===== config.mk =====
export PLATFORM = sky130hd
export DESIGN_NAME = spi_cmd_counter
export DESIGN_NICKNAME = d
export VERILOG_FILES = /design/src/rtl/spi_cmd_counter_pkg.sv /design/src/rtl/spi_cmd_counter_sync_edge.sv /design/src/rtl/spi_cmd_counter.sv
export SDC_FILE = /design/constraint.sdc
export NUM_CORES = 1
export LEC_CHECK = 0
export ABC_AREA = 1
export CORE_MARGIN = 10
export CORE_UTILIZATION = 45
export DETAILED_ROUTE_END_ITERATION = 8
export HOLD_SLACK_MARGIN = 0.1
export PLACE_DENSITY = 0.84
export SKIP_CTS_REPAIR_TIMING = 1
export SLEW_MARGIN = 40
export SYNTH_ARGS = -nofsm -noshare
export SYNTH_HDL_FRONTEND = slang
export SYNTH_HIERARCHICAL = 1
export SYNTH_SLANG_ARGS = --single-unit

===== constraint.sdc =====
create_clock -name clk -period 1.81 [get_ports clk]
set_input_delay 0.362 -clock clk [delete_from_list [all_inputs] [get_ports clk]]
set_output_delay 0.362 -clock clk [all_outputs]
set_load 0.03 [all_outputs]

===== src/rtl/spi_cmd_counter_pkg.sv =====
// Shared opcodes and FSM state encoding for the SPI command counter.
package spi_cmd_pkg;

  localparam logic [7:0] OP_NOP      = 8'h00;
  localparam logic [7:0] OP_INC      = 8'h01;
  localparam logic [7:0] OP_DEC      = 8'h02;
  localparam logic [7:0] OP_CLR      = 8'h03;
  localparam logic [7:0] OP_LOAD     = 8'h10;
  localparam logic [7:0] OP_TICK_ON  = 8'h20;
  localparam logic [7:0] OP_TICK_OFF = 8'h21;

  typedef enum logic {
    ST_IDLE = 1'b0,
    ST_ARG  = 1'b1
  } state_t;

endpackage


===== src/rtl/spi_cmd_counter_sync_edge.sv =====
// Multi-flop synchronizer for an asynchronous pin with a registered rising-edge pulse.
// All synchronizer flops reset to RESET_VAL (the pin's idle level) so reset release never looks like an edge.
module sync_edge #(
  parameter int   SYNC_STAGES = 2,
  parameter logic RESET_VAL   = 1'b1
) (
  input  logic clk,
  input  logic rst_n,
  input  logic din,
  output logic rise
);

  logic [SYNC_STAGES-1:0] sync_q, sync_d;
  logic                   dly_q, dly_d;
  logic                   rise_q, rise_d;

  always_comb begin
    sync_d = {sync_q[SYNC_STAGES-2:0], din};
    dly_d  = sync_q[SYNC_STAGES-1];
    rise_d = sync_q[SYNC_STAGES-1] & ~dly_q;
  end

  always_ff @(posedge clk or negedge rst_n) begin
    if (!rst_n) begin
      sync_q <= {SYNC_STAGES{RESET_VAL}};
      dly_q  <= RESET_VAL;
      rise_q <= 1'b0;
    end else begin
      sync_q <= sync_d;
      dly_q  <= dly_d;
      rise_q <= rise_d;
    end
  end

  assign rise = rise_q;

endmodule


===== src/rtl/spi_cmd_counter.sv =====
// Executes one SPI command byte per completed transaction and exposes an 8-bit counter.
// Optional auto-increment prescaler is compiled in with SPI_CMD_COUNTER_AUTO_TICK_EN.
module spi_cmd_counter
  import spi_cmd_pkg::*;
#(
  parameter int SYNC_STAGES = 2,
  parameter int TICK_DIV    = 12000000
) (
  input  logic       clk,
  input  logic       rst_n,
  input  logic       ce0,
  input  logic [7:0] rx_byte,
  output logic [7:0] tx_byte,
  output logic [7:0] count,
  output logic       arg_pending,
  output logic       cmd_err
);

  if (SYNC_STAGES < 2 || SYNC_STAGES > 3) begin : g_bad_sync_stages
    $error("spi_cmd_counter: SYNC_STAGES must be 2 or 3");
  end
  if (TICK_DIV < 1) begin : g_bad_tick_div
    $error("spi_cmd_counter: TICK_DIV must be at least 1");
  end

  state_t     state_q, state_d;
  logic [7:0] count_q, count_d;
  logic [7:0] tx_q;
  logic       cmd_err_q, cmd_err_d;
  logic       byte_done;
  logic       tick;

  // The rising edge of chip enable marks the end of a transaction.
  sync_edge #(
    .SYNC_STAGES (SYNC_STAGES),
    .RESET_VAL   (1'b1)
  ) u_ce0_sync (
    .clk   (clk),
    .rst_n (rst_n),
    .din   (ce0),
    .rise  (byte_done)
  );

`ifdef SPI_CMD_COUNTER_AUTO_TICK_EN
  localparam int PW = (TICK_DIV > 1) ? $clog2(TICK_DIV) : 1;
  localparam logic [PW-1:0] PRESC_MAX = PW'(TICK_DIV - 1);

  logic          tick_en_q, tick_en_d;
  logic [PW-1:0] presc_q, presc_d;
  logic          tick_on, tick_off;

  assign tick = tick_en_q && (presc_q == PRESC_MAX);

  always_comb begin
    tick_en_d = tick_en_q;
    presc_d   = presc_q;
    if (tick_en_q) begin
      presc_d = tick ? '0 : presc_q + 1'b1;
    end
    if (tick_on) begin
      tick_en_d = 1'b1;
    end
    if (tick_off) begin
      tick_en_d = 1'b0;
      presc_d   = '0;
    end
  end

  always_ff @(posedge clk or negedge rst_n) begin
    if (!rst_n) begin
      tick_en_q <= 1'b0;
      presc_q   <= '0;
    end else begin
      tick_en_q <= tick_en_d;
      presc_q   <= presc_d;
    end
  end
`else
  assign tick = 1'b0;
`endif

  // A command in the same cycle as a tick overrides it; the tick is simply lost.
  always_comb begin
    state_d   = state_q;
    count_d   = count_q;
    cmd_err_d = 1'b0;
`ifdef SPI_CMD_COUNTER_AUTO_TICK_EN
    tick_on   = 1'b0;
    tick_off  = 1'b0;
`endif
    if (tick) begin
      count_d = count_q + 8'd1;
    end
    if (byte_done) begin
      count_d = count_q;
      case (state_q)
        ST_IDLE: begin
          case (rx_byte)
            OP_NOP:  count_d = count_q;
            OP_INC:  count_d = count_q + 8'd1;
            OP_DEC:  count_d = count_q - 8'd1;
            OP_CLR:  count_d = 8'h00;
            OP_LOAD: state_d = ST_ARG;
`ifdef SPI_CMD_COUNTER_AUTO_TICK_EN
            OP_TICK_ON:  tick_on  = 1'b1;
            OP_TICK_OFF: tick_off = 1'b1;
`endif
            default: cmd_err_d = 1'b1;
          endcase
        end
        ST_ARG: begin
          count_d = rx_byte;
          state_d = ST_IDLE;
        end
      endcase
    end
  end

  always_ff @(posedge clk or negedge rst_n) begin
    if (!rst_n) begin
      state_q   <= ST_IDLE;
      count_q   <= 8'h00;
      tx_q      <= 8'h00;
      cmd_err_q <= 1'b0;
    end else begin
      state_q   <= state_d;
      count_q   <= count_d;
      tx_q      <= count_d;
      cmd_err_q <= cmd_err_d;
    end
  end

  assign count       = count_q;
  assign tx_byte     = tx_q;
  assign arg_pending = (state_q == ST_ARG);
  assign cmd_err     = cmd_err_q;

endmodule


== Word-level counts from Yosys, hierarchy flattened ==
Cells that the tools add are included.

* Bits in registers: 14
* Input port bits: 11
* Output and inout bits: 18

* $add $sub $neg: 2
* Eq/ne operators: 5
* Multiplexer cells: 7
* Bitwise operators: 3
* Reductions and logical operators: 3

{| class="wikitable"
|+ Operator list
! operator !! count
|-
| 8-bit case mux with 3 select lines || 1
|-
| 8-bit by 2-bit == test with 1-bit output (second input constant) || 2
|-
| 8-bit case mux with 2 select lines || 1
|-
| 8-bit by 1-bit adder with 8-bit output (second input constant) || 1
|-
| 8-bit by 1-bit == test with 1-bit output (second input constant) || 1
|-
| 8-bit by 5-bit == test with 1-bit output (second input constant) || 1
|-
| 8-bit logical NOT || 1
|-
| 8-bit by 1-bit subtractor with 8-bit output (second input constant) || 1
|-
| 5-bit OR reduction || 1
|-
| 1-bit 2-to-1 mux || 4
|-
| 4-bit by 1-bit != test with 1-bit output (second input constant) || 1
|-
| 1-bit inverter || 2
|-
| 1-bit case mux with 2 select lines || 1
|-
| 2-bit AND reduction || 1
|-
| 1-bit bitwise AND || 1
|}

== Depth between registers and ports, before layout ==
* Depth in word-level cells: 5
* Depth in mapped cells: 17

== By module ==
The synthesis kept the hierarchy.

{| class="wikitable"
|+ By module, submodules not included
! module !! instances !! cells each !! area each (um2) !! seq. area each (um2)
|-
| spi_cmd_counter || 1 || 149 || 977.2 || 250.2
|-
| sync_edge || 1 || 6 || 113.9 || 103.8
|}

== Worst setup path after synthesis ==
No wires, ideal clock.

* Path type: input-to-reg
* From: in rx_byte[4]
* To: reg tx_q[4] (netlist: tx_byte[4])
* Library setup time: 0.077 ns
* Data arrival time: 1.689 ns
* Slack: 0.044 ns
* Cell stages on the path: 9
* Cell sequence: nor2_1 > nand2_2 > nor2_4 > ha_1 > or2_2 > a21boi_1 > a21oi_1 > o21ai_0 > a21oi_1

* Cells in the longest elaborated chain, start to end: 3

{| class="wikitable"
|+ RTL lines
! element !! RTL line !! source
|-
| from (decl) || spi_cmd_counter.sv:12 || <nowiki>input logic [7:0] rx_byte,</nowiki>
|-
| 8-bit by 2-bit == test with 1-bit output / 8-bit by 1-bit == test with 1-bit output (equally long branches) || spi_cmd_counter.sv:98 || <nowiki>case (rx_byte)</nowiki>
|-
| 8-bit case mux with 3 select lines / 4-bit by 1-bit != test with 1-bit output (equally long branches) || -- ||
|-
| 8-bit case mux with 2 select lines / 2-bit AND reduction (equally long branches) || -- ||
|-
| to (signal assigned) || spi_cmd_counter.sv:128 || <nowiki>tx_q <= count_d;</nowiki>
|-
| to (decl) || spi_cmd_counter.sv:28 || <nowiki>logic [7:0] tx_q;</nowiki>
|}

Parallel ways exist; a longest one is shown, timed or not.
A chain may end at the register's enable or synchronous reset.

== Final worst setup path ==
* From: reg tx_q[5] (netlist: tx_byte[5])
* To: out tx_byte[5]

{| class="wikitable"
|+ RTL lines
! element !! RTL line !! source
|-
| to (decl) || spi_cmd_counter.sv:13 || <nowiki>output logic [7:0] tx_byte,</nowiki>
|}

No word-level cell between the ends.

==> key figures <==
Routing
  – Drt total wl: roughly 3200 microns
  – Vias per cell: around 5
  – Wirelength per Cell: between 10 and 15 microns
  – Drt first pass iters: 4
  – DRC Markers: 0
  – Vias post-DR: 1161
  – Iteration-0 DRC Markers: 41
  – DRT antenna net count: 0

Critical path
  – Crit path max-delay cell type: clkdlybuf4s50_1
  – Sequence of cells on the critical path: clkdlybuf4s50_1
  – Worst Setup End Kind: output pin
  – Critical path class: reg -> out
  – Worst EP required: about 1.5 ns
  – R2R Path End: tx_byte[6]$_DFFE_PN0P_
  – Reg2reg setup slack: approximately 0.16 ns
  – Worst r2r src: tx_byte[1]$_DFFE_PN0P_
  – Critical path's largest stage delay: ~0.69 ns
  – WP data arrival: 1.40 ns
  – Critical path buffers and inverters: 1
  – Delay-heaviest family, CP: buffers and inverters
  – Reg2reg path depth: 14
  – Setup crit start kind: flop
  – CP max FO: 4

CTS
  – TritonCTS Buffers: 3
  – CTS H-tree depth: 1
  – Clock latency on the worst-skew pair: 0.30 ns
  – Clock Sinks: 14
  – Clock Path Buffers: 2
  – CTS tree: yes
  – CTS Root Cell: clkbuf_4
  – Clock Pin Slew Worst Setup and Hold Paths: about 0.10 ns

Finish
  – Final #Nets: between 200 and 250
  – Share of layout cells above drive strength 1: approximately 27%
  – Ant. Diodes: 0
  – Design area: between 0.0015 and 0.002 sq mm
  – Syn-to-layout area delta: 48.7%

GRT
  – Vias in the first global route: ~1100
  – First-pass GRT wire length: roughly 5000 microns
  – Initial antenna violation count: 0
  – Total grt overflow: 0
  – Global-route usage over all layers: between 10% and 20%
  – Largest net degree at the start of global routing: 15

Power
  – Pwr Total: approximately 1400 uW
  – Max IR drop VDD: ~0.0007 V
  – Leak pwr: roughly 0.001 uW
  – Pwr Density: 881 mW/mm^2

Placement
  – Area after DPL: 0.00149 sq mm
  – Post-DP HPWL: approximately 2400 microns
  – Port Buf Inserts: 28
  – Gpl congestion: slightly above 0.9

Timing
  – Fmax: 0.566 GHz
  – Worst Skew: 0.0124 ns
  – Min Tclk post-route: 1.77 ns
  – Normalized max-slew margin: 74.1%
  – Slew @ Worst Pin: between 0.3 and 0.4 ns
  – Slew Viols, Final: 0
  – RSZ-0062 raised after global routing: true
  – Period utilization: 97.6%
  – Sum Neg Setup Slack: 0 ns
  – Final setup violating endpoints: 0
  – Final Hold Vio Count: 0

Job
  – Max-Cap Viols: 0

Synth
  – Sequential area share after synthesis: about a third
  – Synth cell count leaders: nand2_1, inv_1, nand3_1, a21oi_1, dfrtp_1
  – Synth area leaders: dfrtp_1, nand2_1, inv_1
  – Syn Nets: roughly 170
  – Mapped Cells: between 150 and 200
  – Count leader, synth: nand2_1
  – Post-synth EDFFs: 0
  – Top cell type's share of synthesized area: about 25%
  – Post-synth top flop: dfrtp_1
  – Synthesis Warnings: 6
  – Synthesized area: around 0.0011 sq mm
  – Ys async rst share: 100%
  – Leading area contributor after synthesis: dfrtp_1
  – #FFs+latches synth: 14
  – Mapped Avg Cell Area: between 7 and 8 sq um
  – Count of cell types in the netlist: 26

Floorplan
  – DIE AREA: 0.00479 sq mm
  – Starting Density: 48.4%
  – Core area: about 0.0023 sq mm
  – Boundary Pins: 29
  – Die H: 69.2 microns
  – Die X: 69.2 microns
  – Row cnt: 17

Min path
  – HP Class: in -> async

Status
  – Outcome: finished clean
==> cell families after synthesis <==
kind of cell / after synthesis / synth area share [%]
fa+ha+maj: 3 / 3.44
flops: 14 / 32.5
buf+inv: 36 / 15.4
xor+xnor: 1 / 0.803
compound gates: 25 / 14.2
simple gates: 76 / 33.7
==> worst max-delay path by stage <==
stage / slack [ns] / from / depth (start not counted) / end
floorplan: 0.04 / rx_byte[4] / 9 / tx_byte[4]$_DFFE_PN0P_
global placement: -0.46 / rx_byte[1] / 16 / tx_byte[6]$_DFFE_PN0P_
detailed placement: -0.50 / rx_byte[7] / 10 / tx_byte[4]$_DFFE_PN0P_
CTS: -0.19 / rx_byte[1] / 16 / tx_byte[6]$_DFFE_PN0P_
global route: -0.1 / rx_byte[6] / 17 / tx_byte[6]$_DFFE_PN0P_
finish: 0.04 / tx_byte[5]$_DFFE_PN0P_ / 1 / tx_byte[5]
==> flip-flops by register name, summed over array words and instances, names as in the netlist <==
| name | cells |
|---|---|
| u_ce0_sync/sync_q | 2 |
| arg_pending | 1 |
| u_ce0_sync/rise | 1 |
| cmd_err | 1 |
| u_ce0_sync/dly_q | 1 |
| tx_byte | 8 |
==> cell type report <==
type	instances	area, sq um
clock buffers	4	36.3
well taps	28	35.0
inverters	26	100
flip-flops and latches	14	354
multi-input cells	105	612
fillers	195	632
repair buffers	49	485
==> metal layers <==
| layer | GRT usage (%) | share of wire [%] | up-vias |
|---|---|---|---|
| li1 | - | - | 576 |
| met1 | 13.7 | 42 | 534 |
| met2 | 20.7 | 49 | 40 |
| met3 | 4.42 | 6.1 | 11 |
| met4 | 4.21 | 2.4 | 0 |
| met5 | 0 | 0 | - |
==> where the power goes <==
part / switching [uW] / total, uW / internal (uW)
Sequential: 63.4 / 429 / 366
Clock: 116 / 239 / 123
Combinational: 441 / 762 / 321
Total: 620 / 1430 / 809
==> layout by cell type, fill, tap and decap left out, drive strengths merged <==
cell type,n
o21ai,4
nor4,1
dfrtp,11
or2,2
ha,3
dlymetal6s2s,21
clkbuf,5
xor2,1
a21oi,16
buf,21
clkdlybuf4s50,6
nor3,1
o22ai,1
nand3,19
nand2,39
dfstp,3
nor2,14
a22oi,2
a21boi,1
o21bai,1
inv,26
==> through the flow <==
step | setup WS, ns | instances | utilization (%) | hold WS [ns]
CTS | -0.187 | 225 | 67.5 | 0.367
global route | -0.0993 | 226 | 72.0 | 0.374
global placement | -0.464 | 221 | 65.9 | 0.351
floorplan | 0.0439 | 155 | - | 0.0664
detailed placement | -0.499 | 221 | 65.9 | 0.351
finish | 0.0437 | 226 | 72.0 | 0.363
Power figures use the tool's default switching activity.
